===== config.mk =====
export PLATFORM = sky130hd
export DESIGN_NAME = load_store_unit
export DESIGN_NICKNAME = d
export VERILOG_FILES = /design/src/rtl/load_store_unit.sv
export SDC_FILE = /design/constraint.sdc
export NUM_CORES = 1
export LEC_CHECK = 0
export ABC_CLOCK_PERIOD_IN_PS = 1730
export CAP_MARGIN = 20
export CORE_MARGIN = 3
export CORE_UTILIZATION = 40
export DETAILED_ROUTE_END_ITERATION = 8
export HOLD_SLACK_MARGIN = 0.12
export PLACE_DENSITY = 0.77
export SLEW_MARGIN = 20
export SYNTH_ARGS = -nofsm -noshare
export SYNTH_HDL_FRONTEND = slang
export SYNTH_SLANG_ARGS = --single-unit

===== constraint.sdc =====
create_clock -name i_clk -period 1.73 [get_ports i_clk]
set_clock_uncertainty 0.2 [all_clocks]
set_input_delay 0.346 -clock i_clk [delete_from_list [all_inputs] [get_ports i_clk]]
set_output_delay 0.346 -clock i_clk [all_outputs]
set_load 0.005 [all_outputs]

===== src/rtl/load_store_unit.sv =====
// load_store_unit: converts byte/half/word load and store requests into
// whole-word memory accesses. Sub-word stores are read-modify-write; loads
// are sign- or zero-extended. One request in flight at a time.
module load_store_unit #(
  parameter int ADDR_WIDTH = 32
) (
  input  logic                  i_clk,
  input  logic                  i_rst,
  input  logic                  i_req_valid,
  output logic                  o_req_ready,
  input  logic [ADDR_WIDTH-1:0] i_req_addr,
  input  logic                  i_req_wr,
  input  logic [1:0]            i_req_size,
  input  logic                  i_req_unsigned,
  input  logic [31:0]           i_req_wr_val,
  output logic                  o_rsp_valid,
  output logic [31:0]           o_rsp_val,
  output logic                  o_rsp_err,
  output logic [ADDR_WIDTH-1:0] o_mem_addr,
  output logic                  o_mem_wr_en,
  output logic [31:0]           o_mem_wr_val,
  input  logic [31:0]           i_mem_val
);

  typedef enum logic [1:0] {
    IDLE  = 2'd0,
    READ  = 2'd1,
    WRITE = 2'd2,
    RESP  = 2'd3
  } state_t;

  state_t      state_r;
  logic        wr_r;
  logic [1:0]  size_r;
  logic        uns_r;
  logic [31:0] wv_r;

  // Extend the low byte/half of a read word; word passes through.
  function automatic logic [31:0] extend_load(input logic [31:0] data,
                                              input logic [1:0]  size,
                                              input logic        uns);
    logic [31:0] res;
    case (size)
      2'b00:   res = uns ? {24'd0, data[7:0]}  : {{24{data[7]}}, data[7:0]};
      2'b01:   res = uns ? {16'd0, data[15:0]} : {{16{data[15]}}, data[15:0]};
      2'b10:   res = data;
      default: res = 32'd0;
    endcase
    return res;
  endfunction

  // Merge store data into the word just read; the upper bytes are written
  // back with their current values so memory is unchanged there.
  function automatic logic [31:0] merge_store(input logic [31:0] rdata,
                                              input logic [31:0] wv,
                                              input logic [1:0]  size);
    logic [31:0] res;
    case (size)
      2'b00:   res = {rdata[31:8], wv[7:0]};
      2'b01:   res = {rdata[31:16], wv[15:0]};
      2'b10:   res = wv;
      default: res = rdata;
    endcase
    return res;
  endfunction

  // Handshake and write strobe decode; the strobe is killed during reset so
  // an abandoned read-modify-write never reaches memory.
  always_comb begin
    o_req_ready = (state_r == IDLE);
    if (i_rst) begin
      o_mem_wr_en = 1'b0;
    end else begin
      o_mem_wr_en = (state_r == WRITE);
    end
  end

  // Request FSM with registered response and memory outputs. The read word
  // is consumed at the READ edge, both for load extension and store merge.
  always_ff @(posedge i_clk) begin
    if (i_rst) begin
      state_r      <= IDLE;
      wr_r         <= 1'b0;
      size_r       <= 2'd0;
      uns_r        <= 1'b0;
      wv_r         <= 32'd0;
      o_rsp_valid  <= 1'b0;
      o_rsp_val    <= 32'd0;
      o_rsp_err    <= 1'b0;
      o_mem_addr   <= {ADDR_WIDTH{1'b0}};
      o_mem_wr_val <= 32'd0;
    end else begin
      o_rsp_valid <= 1'b0;
      o_rsp_err   <= 1'b0;
      o_rsp_val   <= 32'd0;
      case (state_r)
        IDLE: begin
          if (i_req_valid) begin
            wr_r       <= i_req_wr;
            size_r     <= i_req_size;
            uns_r      <= i_req_unsigned;
            wv_r       <= i_req_wr_val;
            o_mem_addr <= i_req_addr;
            if (i_req_size == 2'b11) begin
              state_r     <= RESP;
              o_rsp_valid <= 1'b1;
              o_rsp_err   <= 1'b1;
            end else if (i_req_wr && (i_req_size == 2'b10)) begin
              state_r      <= WRITE;
              o_mem_wr_val <= i_req_wr_val;
            end else begin
              state_r <= READ;
            end
          end else begin
            state_r <= IDLE;
          end
        end
        READ: begin
          if (wr_r) begin
            state_r      <= WRITE;
            o_mem_wr_val <= merge_store(i_mem_val, wv_r, size_r);
          end else begin
            state_r     <= RESP;
            o_rsp_valid <= 1'b1;
            o_rsp_val   <= extend_load(i_mem_val, size_r, uns_r);
          end
        end
        WRITE: begin
          state_r     <= RESP;
          o_rsp_valid <= 1'b1;
        end
        RESP: begin
          state_r <= IDLE;
        end
        default: begin
          state_r <= IDLE;
        end
      endcase
    end
  end

endmodule


# After elaboration in Yosys (flattened, before gate mapping)
# Index checks and enable logic that the tools add are counted.
[word_totals]
regBits = 136
input_bits = 103
out_inout_bits = 100
wordCells = 50
[op_classes]
eq_ne = 11
muxes = 19
bitwise_logic = 2
n_reduce_logical = 8
[ops]
columns = ["cell", "count"]
rows = [
  ["$mux 32", 6],
  ["$pmux 32 s3", 2],
  ["$pmux 32 s2", 1],
  ["$eq 2x2->1 const B", 5],
  ["$pmux 2 s4", 1],
  ["$mux 2", 3],
  ["$ne 2x2->1 const B", 3],
  ["$mux 1", 5],
  ["$reduce_and 5->1", 1],
  ["$eq 2x1->1 const B", 2],
  ["$logic_not 2->1", 2],
  ["$pmux 1 s3", 1],
  ["$reduce_or 3->1", 1],
  ["$ne 2x1->1 const B", 1],
  ["$not 1->1", 2],
  ["$reduce_and 2->1", 1],
  ["$reduce_bool 2->1", 1],
  ["$reduce_or 2->1", 1],
  ["$logic_and 1x1->1", 1],
]

# Depth between registers and ports, before layout
[logic_depth]
word_depth = 6
ltp_mapped = 9

# Worst setup path before layout
# Ideal clock, no wire load.
[synth_path]
path_kind = "register to register"
from = "reg state_r[0]"
to = "reg o_mem_wr_val[10]"
setup_ns = 0.059
arrival_time_ns = 1.614
required_ns = 1.471
path_slack_ns = -0.143
stages_incl_launch_ff = 10
path_buffers = 3
synth_period_minus_slack_ns = 1.873
cell_sequence = "dfxtp_1 > inv_1 > ha_1 > and2_1 > buf_4 > a31oi_1 > nor2b_1 > buf_2 > buf_6 > a22o_1"
[synth_between]
elab_chain_len = 3
word_cells_on_any_way = 9
[synth_rtl]
columns = ["element", "line", "text"]
rows = [
  ["start, declared", "32", "state_t state_r;"],
  ["start signal, assigned", "82", "state_r <= IDLE;"],
  ["start signal, assigned", "105", "state_r <= RESP;"],
  ["start signal, assigned", "109", "state_r <= WRITE;"],
  ["$logic_not 2->1 (*)", "--", ""],
  ["net o_req_ready", "10", "output logic o_req_ready,"],
  ["$ne 2x1->1 (no line), or another cell as far along", "--", ""],
  ["$reduce_and 5->1 (no line)", "--", ""],
  ["end signal, assigned", "110", "o_mem_wr_val <= i_req_wr_val;"],
  ["end signal, assigned", "121", "o_mem_wr_val <= merge_store(i_mem_val, wv_r, size_r);"],
  ["end, declared", "21", "output logic [31:0] o_mem_wr_val,"],
]
# Mark *: on every way through the listed nets, which the timed path passes. The rest lies on a longest branch.
# A chain may end at the register's enable or synchronous reset.

# Worst setup path in the final report
[layout_path]
from = "reg state_r[0]"
to = "out o_mem_wr_en"
[layout_between]
elab_chain_len = 2
[layout_rtl]
columns = ["element", "line", "text"]
rows = [
  ["$eq 2x2->1", "74", "o_mem_wr_en = (state_r == WRITE);"],
  ["$mux 1", "71", "if (i_rst) begin"],
  ["end, declared", "20", "output logic o_mem_wr_en,"],
]
# No other way between the ends.

==> impl_metrics.csv <==
group,metric,value,unit
sta,max_freq,533,MHz
global_route,top_usage_layer,"met2",
yosys,syn_avg_cell_area,8.37,µm²
cells_and_area,fillerInstances,1078,
global_route,antenna_found_initial,1,
global_route,use_met2,37.2,%
critical_path,crit_family,"flip-flops",
clock_network,ctsHtreeMaxLevel,4,
power,p_comb_share,16.5,%
cells_and_area,nets,961,
yosys,seq_area_frac_synth,51.3,%
global_route,grt_pass1_vias,5216,
detailed_routing,drc,0,
place,gp_congestion,0.796,
sta,period_minus_slack,1.88,ns
place,io_buffers,202,
clock_network,cts_buffers,17,
power,swShare,25.1,%
critical_path,cp_cell_sequence,"inv_4, buf_6, ha_4, nor2b_4, buf_6",
floorplanning,initial_core_util,41.6,%
clock_network,cts_root_buf,"clkbuf_16",
critical_path,cp-end-kind,"output port",
yosys,yosys_warnings,0,
global_route,gr-total-overflow,0,
critical_path,crit_fanout,3,
sta,hold_slack,0.197,ns
power,p_switching,2.09,mW
critical_path,crit_arrival,1.33,ns
critical_path,critPathLaunchType,"register",
min_path,min_path_type,"in -> reg",
clock_network,clock_latency,0.41,ns
cells_and_area,fin_area,0.00836,mm²
yosys,syn_area,0.00531,mm²
outcome,failed_checks,"setup timing",
clock_network,clock-sinks,136,
cells_and_area,drive_gt1_share,14.1,%
sta,rsz0062_at_grt,"true",
sta,maxSlewViolCount,0,
detailed_routing,wl_per_cell,15.5,µm
clock_network,cts.path.max_buffers,2,
floorplanning,dieWidth,121,µm
detailed_routing,ant_nets,0,
yosys,syn-num-nets,742,
flow_run,drv_cap,0,
sta,hold_viol,0,
sta,max_slew.worst_pin.slew,0.502,ns
cells_and_area,layout_common_cells,"nand2_1, dfxtp_1, clkdlybuf4s50_1, dlygate4sd2_1, a21oi_1",
detailed_routing,dr.pass1.iters,5,
global_route,grt_max_degree,48,
cells_and_area,syn_to_final_growth,57.4,%
floorplanning,die_area,0.0147,mm²
critical_path,path_class,"reg -> out",
global_route,gr-usage-met1,25.6,%
critical_path,slowest_stage,"dfxtp_4",
sta,setup_viol,58,
power,vdd_drop_max,759,µV
cells_and_area,num_antenna_cells,0,
global_route,track_usage,22.1,%
sta,slew_headroom,66.5,%
yosys,yosysTopAreaCellShare,51.3,%
power,p_int,6.23,mW
detailed_routing,routed_wl,16.1,mm
yosys,synthCells,634,
power,seqPwrFrac,40.8,%
power,power.density,994,mW/mm²
global_route,met3_usage,6.67,%
yosys,ys_ff_latch,136,
floorplanning,die_y,121,µm
yosys,yosysTopAreaCell,"dfxtp_1",
sta,setup_ws,-0.147,ns
place,placed_area,0.00766,mm²
place,place_ws,-0.621,ns
floorplanning,coreArea,0.0128,mm²
critical_path,cp_num_buf_inv,3,
place,dp_hpwl,11.2,mm
power,p_leak,3.73,nW
sta,final.setup.tns,-4.38,ns
detailed_routing,vias,5234,
floorplanning,rows,41,
sta,finalCritPeriodShare,108,%
global_route,grt_pass1_wl,25.7,mm
outcome,status,"finished with violations",
cells_and_area,stdcell_count,1038,
critical_path,required,1.18,ns
detailed_routing,drtIter0Drc,361,
critical_path,crit_top_cell,"buf_6",
cells_and_area,layout_commonest_cell,"nand2_1",
detailed_routing,vias_per_cell,5.04,
floorplanning,ios,203,
power,pwr-share-clk,42.7,%
yosys,synthTopCellsByArea,"dfxtp_1, nand2_1, a21oi_1, a22o_1, nor2_1",
yosys,ys_types,32,
clock_network,cts_hold_buffers,0,
place,dp_cells,996,
clock_network,clk_transition_reported_paths,0.06,ns
critical_path,slowest_delay,0.37,ns
clock_network,cts_tree,"done",
-- flip-flops by register name, summed over array words and instances, names as in the netlist --
signal and flops:
state_r 2, wv_r 32, o_rsp_val 32, o_rsp_err 1
uns_r 1, o_mem_wr_val 32, wr_r 1, o_mem_addr 32
o_rsp_valid 1, size_r 2
-- synth_stat cells --
master,instances
buf_6,8
xor2_4,1
nor2_1,43
or3_1,1
nand2b_1,3
dfxtp_1,136
and2b_1,1
o22a_1,1
ha_1,5
and2_1,9
a21oi_2,12
and3b_1,2
inv_1,2
nand3_1,1
a31oi_1,25
mux2i_1,9
nor4b_2,1
nor3b_1,1
a21oi_1,89
clkbuf_2,1
nor2b_1,3
or3b_1,1
xnor2_1,1
o2111ai_1,1
buf_2,13
nand2_8,1
a22o_1,32
buf_4,3
a211oi_1,1
nand2_1,202
buf_1,7
clkbuf_1,18
-- power groups by stage --
| stage | combinational, mW | sequential [mW] | clock [mW] |
|---|---|---|---|
| after detailed placement | 1.37 | 3.46 | 0 |
| final | 1.37 | 3.39 | 3.55 |
| after global placement | 1.33 | 3.45 | 0 |
| after floorplan | 0.651 | 3.45 | 0 |
| after CTS | 1.35 | 3.39 | 3.62 |
| after global routing | 1.50 | 3.41 | 3.76 |
-- worst paths after layout --
path | start | to | slack, ns | cells past startpoint
setup / recovery | state_r[0] | o_mem_wr_en | -0.15 | 5
setup reg to reg | state_r[0] | o_mem_wr_val[23] | -0.12 | 7
hold reg to reg | o_mem_addr[11] | o_mem_addr[11] | 0.25 | 2
hold / removal | i_rst | o_rsp_valid | 0.20 | 3
-- cell type report --
cell class / instances / area (µm²) / area share [%]
Inverter: 2 / 12.5 / 0.150
Clock inverter: 11 / 123 / 1.47
Clock buffer: 21 / 470 / 5.63
Timing Repair Buffer: 249 / 2390 / 28.6
Multi-Input combinational cell: 447 / 2410 / 28.8
Sequential cell: 136 / 2740 / 32.8
Tap cell: 172 / 215 / 2.57
-- routing by layer --
metal | vias to the layer above | part of all wire, %
met5 | - | 0.081
met2 | 220 | 50
li1 | 2558 | -
met4 | 2 | 2.8
met3 | 37 | 7.6
met1 | 2417 | 40
-- per-stage QoR --
step | total power [mW] | util (%)
2_1_floorplan | 4.10 | -
3_3_place_gp | 4.78 | 60.0
3_5_place_dp | 4.83 | 60.0
4_1_cts | 8.37 | 64.9
5_1_grt | 8.67 | 65.4
6_report | 8.31 | 65.4
-- kinds of logic (layout without fill, tap and decap cells) --
family | after synthesis | count (layout) | synth area share [%]
muxes | 9 | 9 | 1.70
adders and majority gates | 5 | 5 | 1.18
and+or+nand+nor | 269 | 270 | 20.7
AOI/OAI and AO/OA | 161 | 161 | 19.1
xor gates and xnor gates | 2 | 2 | 0.684
buffers and inverters | 52 | 283 | 5.35
DFF | 136 | 136 | 51.3
-- repair_timing --
action | 4_1_cts | 5_1_grt
buffers inserted | 6 | 2
endpoints found under the setup margin | 157 | 60
gates resized for setup | 132 | 10
pin swaps | 3 | 7
gates cloned | 1 | 1
hold endpoints to repair | 0 | 0
-- worst reg2reg max path: stages (launching register included) --
cell	delay, ns
dfxtp_4	0.36
inv_4	0.07
ha_4	0.14
and3b_2	0.23
a31oi_4	0.23
nor2b_4	0.23
buf_12	0.17
a22o_1	0.17
No activity file was read; power rests on OpenSTA's default activity.
